### src/rtl/sram_mem_ctrl.sv
// sram_mem_ctrl: MEM-stage load/store controller over a narrow multi-cycle SRAM (BEATS beats of WAIT+1 cycles each, ready freezes the pipeline); pipeline side clk, rst (sync active-low), rd_en, wr_en, address, write_data, read_data, ready; SRAM side sram_addr, sram_dq_out, sram_dq_oe, sram_we_n, sram_dq_in; define SRAM_WRITE_BUFFER_EN for posted writes
module sram_mem_ctrl #(
  parameter int DATA_W      = 32,
  parameter int SRAM_DATA_W = 16,
  parameter int SRAM_ADDR_W = 18,
  parameter int WAIT        = 2,
  parameter int BASE_ADDR   = 1024
) (
  input  logic                   clk,
  input  logic                   rst,
  input  logic                   rd_en,
  input  logic                   wr_en,
  input  logic [31:0]            address,
  input  logic [DATA_W-1:0]      write_data,
  output logic [DATA_W-1:0]      read_data,
  output logic                   ready,
  output logic [SRAM_ADDR_W-1:0] sram_addr,
  output logic [SRAM_DATA_W-1:0] sram_dq_out,
  output logic                   sram_dq_oe,
  output logic                   sram_we_n,
  input  logic [SRAM_DATA_W-1:0] sram_dq_in
);
  localparam int BEATS = DATA_W / SRAM_DATA_W;
  localparam int BW = BEATS > 1 ? $clog2(BEATS) : 1;
  localparam int SH = $clog2(DATA_W / 8);
`ifdef SRAM_WRITE_BUFFER_EN
  localparam bit POST = 1'b1;
`else
  localparam bit POST = 1'b0;
`endif
  typedef enum logic [1:0] {IDLE, ACCESS, DONE} state_t;
  state_t r_state;
  logic [BW-1:0] r_beat;
  logic [3:0] r_wait;
  logic r_wr, r_we_n, r_oe;
  logic [DATA_W-1:0] r_wdata, r_rbuf, r_read_data;
  logic [SRAM_ADDR_W-1:0] r_sram_addr;
  logic [SRAM_DATA_W-1:0] r_dq_out;
  logic [31:0] w_widx;
  logic [SRAM_ADDR_W-1:0] w_baddr;
  logic [DATA_W-1:0] w_wshift, w_rnext;
  logic w_last;
  assign w_widx = (address - 32'(BASE_ADDR)) >> SH;
  assign w_baddr = SRAM_ADDR_W'(w_widx * 32'(BEATS));
  assign w_wshift = r_wdata >> SRAM_DATA_W;
  assign w_rnext = DATA_W'({sram_dq_in, r_rbuf} >> SRAM_DATA_W);
  assign w_last = r_beat == BW'(BEATS - 1);
  assign ready = !rst || !(rd_en || wr_en) || r_state == DONE || (POST && wr_en && r_state == IDLE);
  assign read_data = r_read_data;
  assign sram_addr = r_sram_addr;
  assign sram_dq_out = r_dq_out;
  assign sram_dq_oe = r_oe;
  assign sram_we_n = r_we_n;
  always_ff @(posedge clk) begin
    if (!rst) begin
      r_state <= IDLE;
      r_beat <= '0;
      r_wait <= '0;
      r_wr <= 1'b0;
      r_wdata <= '0;
      r_rbuf <= '0;
      r_read_data <= '0;
      r_sram_addr <= '0;
      r_dq_out <= '0;
      r_we_n <= 1'b1;
      r_oe <= 1'b0;
    end else if (r_state == IDLE && (rd_en || wr_en)) begin
      r_state <= ACCESS;
      r_wr <= wr_en;
      r_beat <= '0;
      r_wait <= 4'(WAIT);
      r_sram_addr <= w_baddr;
      r_wdata <= write_data;
      r_dq_out <= write_data[SRAM_DATA_W-1:0];
      r_we_n <= !wr_en;
      r_oe <= wr_en;
    end else if (r_state == ACCESS) begin
      if (r_wait != 4'd0) begin
        r_wait <= r_wait - 4'd1;
      end else begin
        if (!r_wr) r_rbuf <= w_rnext;
        if (w_last) begin
          r_state <= (POST && r_wr) ? IDLE : DONE;
          r_we_n <= 1'b1;
          r_oe <= 1'b0;
          if (!r_wr) r_read_data <= w_rnext;
        end else begin
          r_beat <= r_beat + 1'b1;
          r_wait <= 4'(WAIT);
          r_sram_addr <= r_sram_addr + 1'b1;
          r_wdata <= w_wshift;
          r_dq_out <= w_wshift[SRAM_DATA_W-1:0];
        end
      end
    end else if (r_state == DONE) begin
      r_state <= IDLE;
    end
  end
endmodule

### config.mk
export PLATFORM = sky130hd
export DESIGN_NAME = sram_mem_ctrl
export DESIGN_NICKNAME = d
export VERILOG_FILES = /design/src/rtl/sram_mem_ctrl.sv
export SDC_FILE = /design/constraint.sdc
export NUM_CORES = 1
export LEC_CHECK = 0
export CAP_MARGIN = 25
export CORE_MARGIN = 2
export CORE_UTILIZATION = 42
export DETAILED_ROUTE_END_ITERATION = 7
export PLACE_DENSITY_LB_ADDON = 0.25
export SYNTH_ARGS = -nofsm -noshare
export SYNTH_HDL_FRONTEND = slang
export SYNTH_SLANG_ARGS = --single-unit
### constraint.sdc
create_clock -name clk -period 1.98 [get_ports clk]
set_input_delay 0.396 -clock clk [delete_from_list [all_inputs] [get_ports clk]]
set_output_delay 0.396 -clock clk [all_outputs]
set_load 0.005 [all_outputs]
==> metrics.md <==
| Metric | Value |
|---|---|
| Status | `complete, no violations` |
| Final count of pins violating max slew | `0` |
| Min-delay src | `r_rbuf[22]` |
| Mux share of post-synthesis cell area | `0.881%` |
| Sequential share of the synthesized area | `46.1%` |
| # setup viols final | `0` |
| CTS max path bufs | `2` |
| Placed Instances | `860` |
| Asr flop ratio synth | `0%` |
| Die X | `110 um` |
| CP Capture Type | `primary output` |
| Worst path max stage delay | `0.65 ns` |
| Initial antenna violation count | `0` |
| Worst skew pair latency | `0.37 ns` |
| CTS Root Cell | `clkbuf_8` |
| Worst-margin pin slew | `0.584 ns` |
| Syn Nets | `678` |
| Number of flops mapped to enable cells by yosys | `0` |
| Htree depth | `3` |
| Finished Layout Cells | `877` |
| Total Wirelength | `13200 um` |
| RSZ-0062 raised after global routing | `no` |
| DRC viols | `0` |
| WHS | `0.458 ns` |
| Largest family of logic cells by synthesized area | `simple AND/OR/NAND/NOR gates` |
| CP Class | `input port to primary output` |
| Final total power | `4670 uW` |
| Synth area leaders | `dfxtp_1, nand2_1, a21oi_1, buf_4, a22oi_1` |
| Synth Cell Area | `0.00469 mm^2` |
| Port bufs | `137` |
| Lkg Pwr | `0.00234 uW` |
| Pin count of the biggest net entering global routing | `52` |
| Initial Utilization | `43.2%` |
| Tot GR Track Use | `22.5%` |
| Cts hold-fix bufs | `0` |
| Crit Path Max Fanout | `6` |
| Multi-input gate area | `0.00224 mm^2` |
| XOR/XNOR share of the synthesized area | `0.561%` |
| Count leader, synth | `nand2_1` |
| VDD IR max | `0.000376 V` |
| Vias in the first global route | `4534` |
| DRT antenna net count | `0` |
| Reg2reg start | `r_wait[0]` |
| Compound-Gate Fraction of Synth Area | `19.9%` |
| Layout cell share with drive strength beyond 1 | `10.4%` |
| Total congestion overflow | `0` |
| Initial detailed-routing violation count | `296` |
| Post-synth top area cell | `dfxtp_1` |
| Max_cap viols | `0` |
| Placer Congestion | `0.857` |
| Post-synth top area share | `46.1%` |
| First-pass DRT Iterations | `5` |
| Headroom to the max-slew limit | `61.0%` |
| Cts bufs inserted | `9` |
| Clock transition at path regs | `0.10 ns` |
| Cells after Synth | `591` |
| Fin. Hold Viols | `0` |
| Ant diodes | `0` |
| CTS tree | `done` |
| CP max stage cell | `clkdlybuf4s50_1` |
| # rows | `38` |
| Worst Skew | `0.00906 ns` |
| Distinct cells, synth | `54` |
| Seq. cell area | `0.00216 mm^2` |
| First-pass GRT wire length | `21400 um` |
| Core area | `0.0108 mm^2` |
| Post-DR vias/cell | `5.34` |
| CP cell instances | `clkdlybuf4s50_1, o211ai_1, dlygate4sd2_1` |
| # IOs | `153` |
| Min Tclk post-route | `1.88 ns` |
| Syn_area_per_cell | `7.93 um^2` |
| Final HPWL DP | `9470 um` |
| Simple-Gate Fraction of Synth Area | `25.0%` |
| Height of the die | `110 um` |
| Fmax | `0.533 GHz` |
| Synth Flop Type | `dfxtp_1` |
| Layout Nets | `819` |
| Routed via count | `4679` |
| Worst setup SP type | `input port` |
| Ys Warns | `0` |
| Most frequent cells after synthesis | `nand2_1, dfxtp_1, a21oi_1` |
| Routed len/inst | `15.1 um` |
| Crit path launch | `rst` |
| Post-Synth Adder-Cell Area | `0.801%` |
| Final period utilization | `94.7%` |
| HP Class | `flip-flop to flip-flop` |
| Data required, critical path | `1.58 ns` |
| Fillers | `992` |
| DIE AREA | `0.0120 mm^2` |
| PwrDens | `707 mW/mm^2` |
| Area Growth Syn to Fin | `40.9%` |
| Arr. time, crit path | `1.48 ns` |
| CTS Sinks | `108` |
| Register bit total from synthesis | `108` |
-- kinds of logic after synthesis --
group / count (synthesis)
xor gates and xnor gates: 3
muxes: 4
and+or+nand+nor: 256
AOI/OAI and AO/OA: 155
DFF: 108
adders and majority gates: 3
buffers and inverters: 62
-- flip-flops by register name (all words and copies together) (netlist names) --
signal	count
r_beat	1
r_rbuf	16
r_state	2
r_wait	4
r_wdata	32
r_wr	1
read_data	32
sram_addr	18
sram_dq_oe	1
sram_we_n	1
-- through the flow --
stage | area (um^2) | setup TNS, ns | util [%] | worst slack [ns]
floorplan | 4690 | 0 | - | 0.0149
global placement | 6380 | -2.03 | 58.9 | -0.300
detailed placement | 6380 | -3.59 | 58.9 | -0.368
CTS | 6560 | 0 | 60.5 | 0.0356
global route | 6600 | 0 | 60.9 | 0.0181
finish | 6600 | 0 | 60.9 | 0.105
-- metal layers --
metal  track usage, %  vias up  part of all wire [%]
met4             8.95        0                   2.2
met3             3.91       23                   6.5
met1             28.9     2161                    44
met2             37.3      157                    48
li1                 -     2338                     -
met5                0        -                     0
-- layout by cell type (no fill, tap or decap), types with 10 or more instances in the layout --
| cell type | count |
|---|---|
| nand2_1 | 166 |
| clkdlybuf4s50_1 | 136 |
| dfxtp_1 | 107 |
| a21oi_1 | 91 |
| buf_4 | 37 |
| nand3_1 | 19 |
| a22oi_1 | 15 |
| nor2_1 | 13 |
| o21ai_0 | 10 |
| clkbuf_8 | 10 |
-- report_power, final --
| part | total [uW] | internal [uW] | leakage [uW] | switching (uW) |
|---|---|---|---|---|
| combinational | 1000 | 532 | 0.00136 | 473 |
| clock | 1270 | 506 | 0.0000925 | 759 |
| sequential | 2400 | 2300 | 0.000883 | 98.4 |
| total | 4670 | 3340 | 0.00234 | 1330 |
-- path summary, 6_finish.rpt --
| check | to | slack, ns | depth (start not counted) |
|---|---|---|---|
| setup / recovery | ready | 0.10 | 3 |
| hold / removal | read_data[6] | 0.46 | 2 |
| setup reg to reg | sram_addr[12] | 0.12 | 6 |
| hold reg to reg | read_data[6] | 0.46 | 2 |
-- cell type report --
type,count,area share (%)
repair buffers,183,27.3
clock inverters,4,0.512
clock buffers,12,2.20
multi-input cells,421,34.0
inverters,9,0.512
well taps,140,2.65
flip-flops and latches,108,32.8
-- critical path, delay by kind of cell --
| family | cells | cell delay, ns |
|---|---|---|
| AO/OA/AOI/OAI | 1 | 0.15 |
| buffers and inverters | 2 | 0.94 |
-- what timing repair did --
| action | in CTS | in global routing |
|---|---|---|
| gates resized for setup | 1 | 12 |
| cloned | 0 | 1 |
| setup buffers | 0 | 0 |
| setup endpoints to repair | 1 | 24 |
Power figures use the tool's default switching activity.
==> edit, RTL diff (same settings) <==
The option `SRAM_WRITE_BUFFER_EN` is turned on by a define.
--- a/src/rtl/sram_mem_ctrl.sv
+++ b/src/rtl/sram_mem_ctrl.sv
@@ -1,3 +1,5 @@
 // sram_mem_ctrl: MEM-stage load/store controller over a narrow multi-cycle SRAM (BEATS beats of WAIT+1 cycles each, ready freezes the pipeline); pipeline side clk, rst (sync active-low), rd_en, wr_en, address, write_data, read_data, ready; SRAM side sram_addr, sram_dq_out, sram_dq_oe, sram_we_n, sram_dq_in; define SRAM_WRITE_BUFFER_EN for posted writes
+`define SRAM_WRITE_BUFFER_EN
+
 module sram_mem_ctrl #(
   parameter int DATA_W      = 32,
Formal check against the unedited RTL: not equivalent (a bounded check fails within 4 cycles, from zero or initial values and one cycle with rst low).
==> edit against the unedited design <==
  * Cell area shrank 2.5%
  * Wire length shrank 8.1%
  * Final cell count shrank 1.8%
  * Total power grew 4.0%
  * Area after synthesis shrank 1.7%
  * Combinational power shrank 11%
  * Sequential cell count is the same
  * Clock skew grew 0.0028 ns
  * Sequential share of layout area grew 0.87 points
  * Worst setup slack lost 0.0095 ns
  * Largest cell class is now sequential cells
  * Highest routed layer unchanged
==> edit: results (changes against the unedited design) <==
STA
  • Fmax: 531 MHz (-0.50%)
  • Max-slew headroom at the worst pin: 63.8% (+2.9 points)
  • Fin Hold WS: 0.460 ns (+0.00228 ns)
  • Clock Skews: 0.0119 ns (+0.00280 ns)

Drt
  • Overall via count from detail_route: 4454 (-4.8%)
  • Met3 WL: 777 µm (-10%)
  • Vias/cell: 5.17 (-3.0%)
  • Metal2 WL: 5.62 mm (-11%)

Synthesis
  • Post-Syn Nets: 674 (-0.59%)
  • Netlist cell types: 51 (-5.6%)
  • Post-synth top cells: 166 x nand2_1, 108 x dfxtp_1, 91 x a21oi_1, 35 x nor2_1, 23 x clkbuf_1
  • Synth Area per Inst: 7.85 µm² (-0.99%)
  • Register area share after synthesis: 46.9% (+0.78 points)

Power and ir drop
  • Gate power share: 18.2% (-3.3 points)
  • Switching share of power: 27.5% (-0.99 points)
  • Seq pwr share: 49.5% (-1.9 points)
  • Max IR drop VDD: 0.349 mV (-6.9%)
  • Leakage power: 2.34 nW (+0.33%)

Critical path
  • Worst r2r dst: sram_addr[10]
  • Reg2reg start: r_wait[0]
  • R2R depth: 8 (+2)
  • Setup crit start: wr_en

Cells and area
  • Fillers: 1010 (+1.8%)
  • Layout Nets: 803 (-2.0%)
  • Share of cells above drive strength 1: 9.02% (-1.4 points)

GRT
  • Grt met3 use: 4.60% (+0.69 points)
  • First-pass GRT wire length: 19.7 mm (-7.9%)
  • Met1 usage: 28.2% (-0.74 points)
  • Total GRT Usage: 20.8% (-1.6 points)

Placement
  • Final HPWL DP: 8.75 mm (-7.6%)
  • Area of placed instances: 6170 µm² (-3.2%)
  • DP Worst Slack: -0.180 ns (+0.188 ns)
  • Gpl congestion: 0.912 (+6.4%)
  • Cell Count Post-Placement: 844 (-1.9%)

Min path
  • Hold path start: r_wdata[1]
  • Worst Hold End: r_wdata[1]

Status
  • Status: completed
==> edit: final cells by class <==
type / count / area [µm²] / area share, %
Timing Repair Buffer: 171 / 1680 / 26.1
Sequential cell: 108 / 2160 / 33.7
Tap cell: 140 / 175 / 2.72
Multi-Input combinational cell: 415 / 2130 / 33.1
Clock inverter: 7 / 116 / 1.81
Inverter: 11 / 41.3 / 0.642
Clock buffer: 9 / 124 / 1.93
==> edit: cells by family after synthesis <==
family / Yosys count / share of synthesized area, %
AOI/OAI and AO/OA: 145 / 18.3
xor gates and xnor gates: 10 / 1.90
adders and majority gates: 3 / 0.815
buffers and inverters: 64 / 7.06
DFF: 108 / 46.9
muxes: 1 / 0.217
and+or+nand+nor: 256 / 24.8
==> edit: timing repair <==
item                                    4_1_cts  5_1_grt
setup buffers                                 1        0
endpoints found under the setup margin        2       77
pin swaps                                     1        0
resized for setup                             1        4
==> edit: critical path: stages <==
cell	delay, ns
clkdlybuf4s50_1	0.41
or2_2	0.31
o211ai_1	0.11
dlygate4sd2_1	0.26
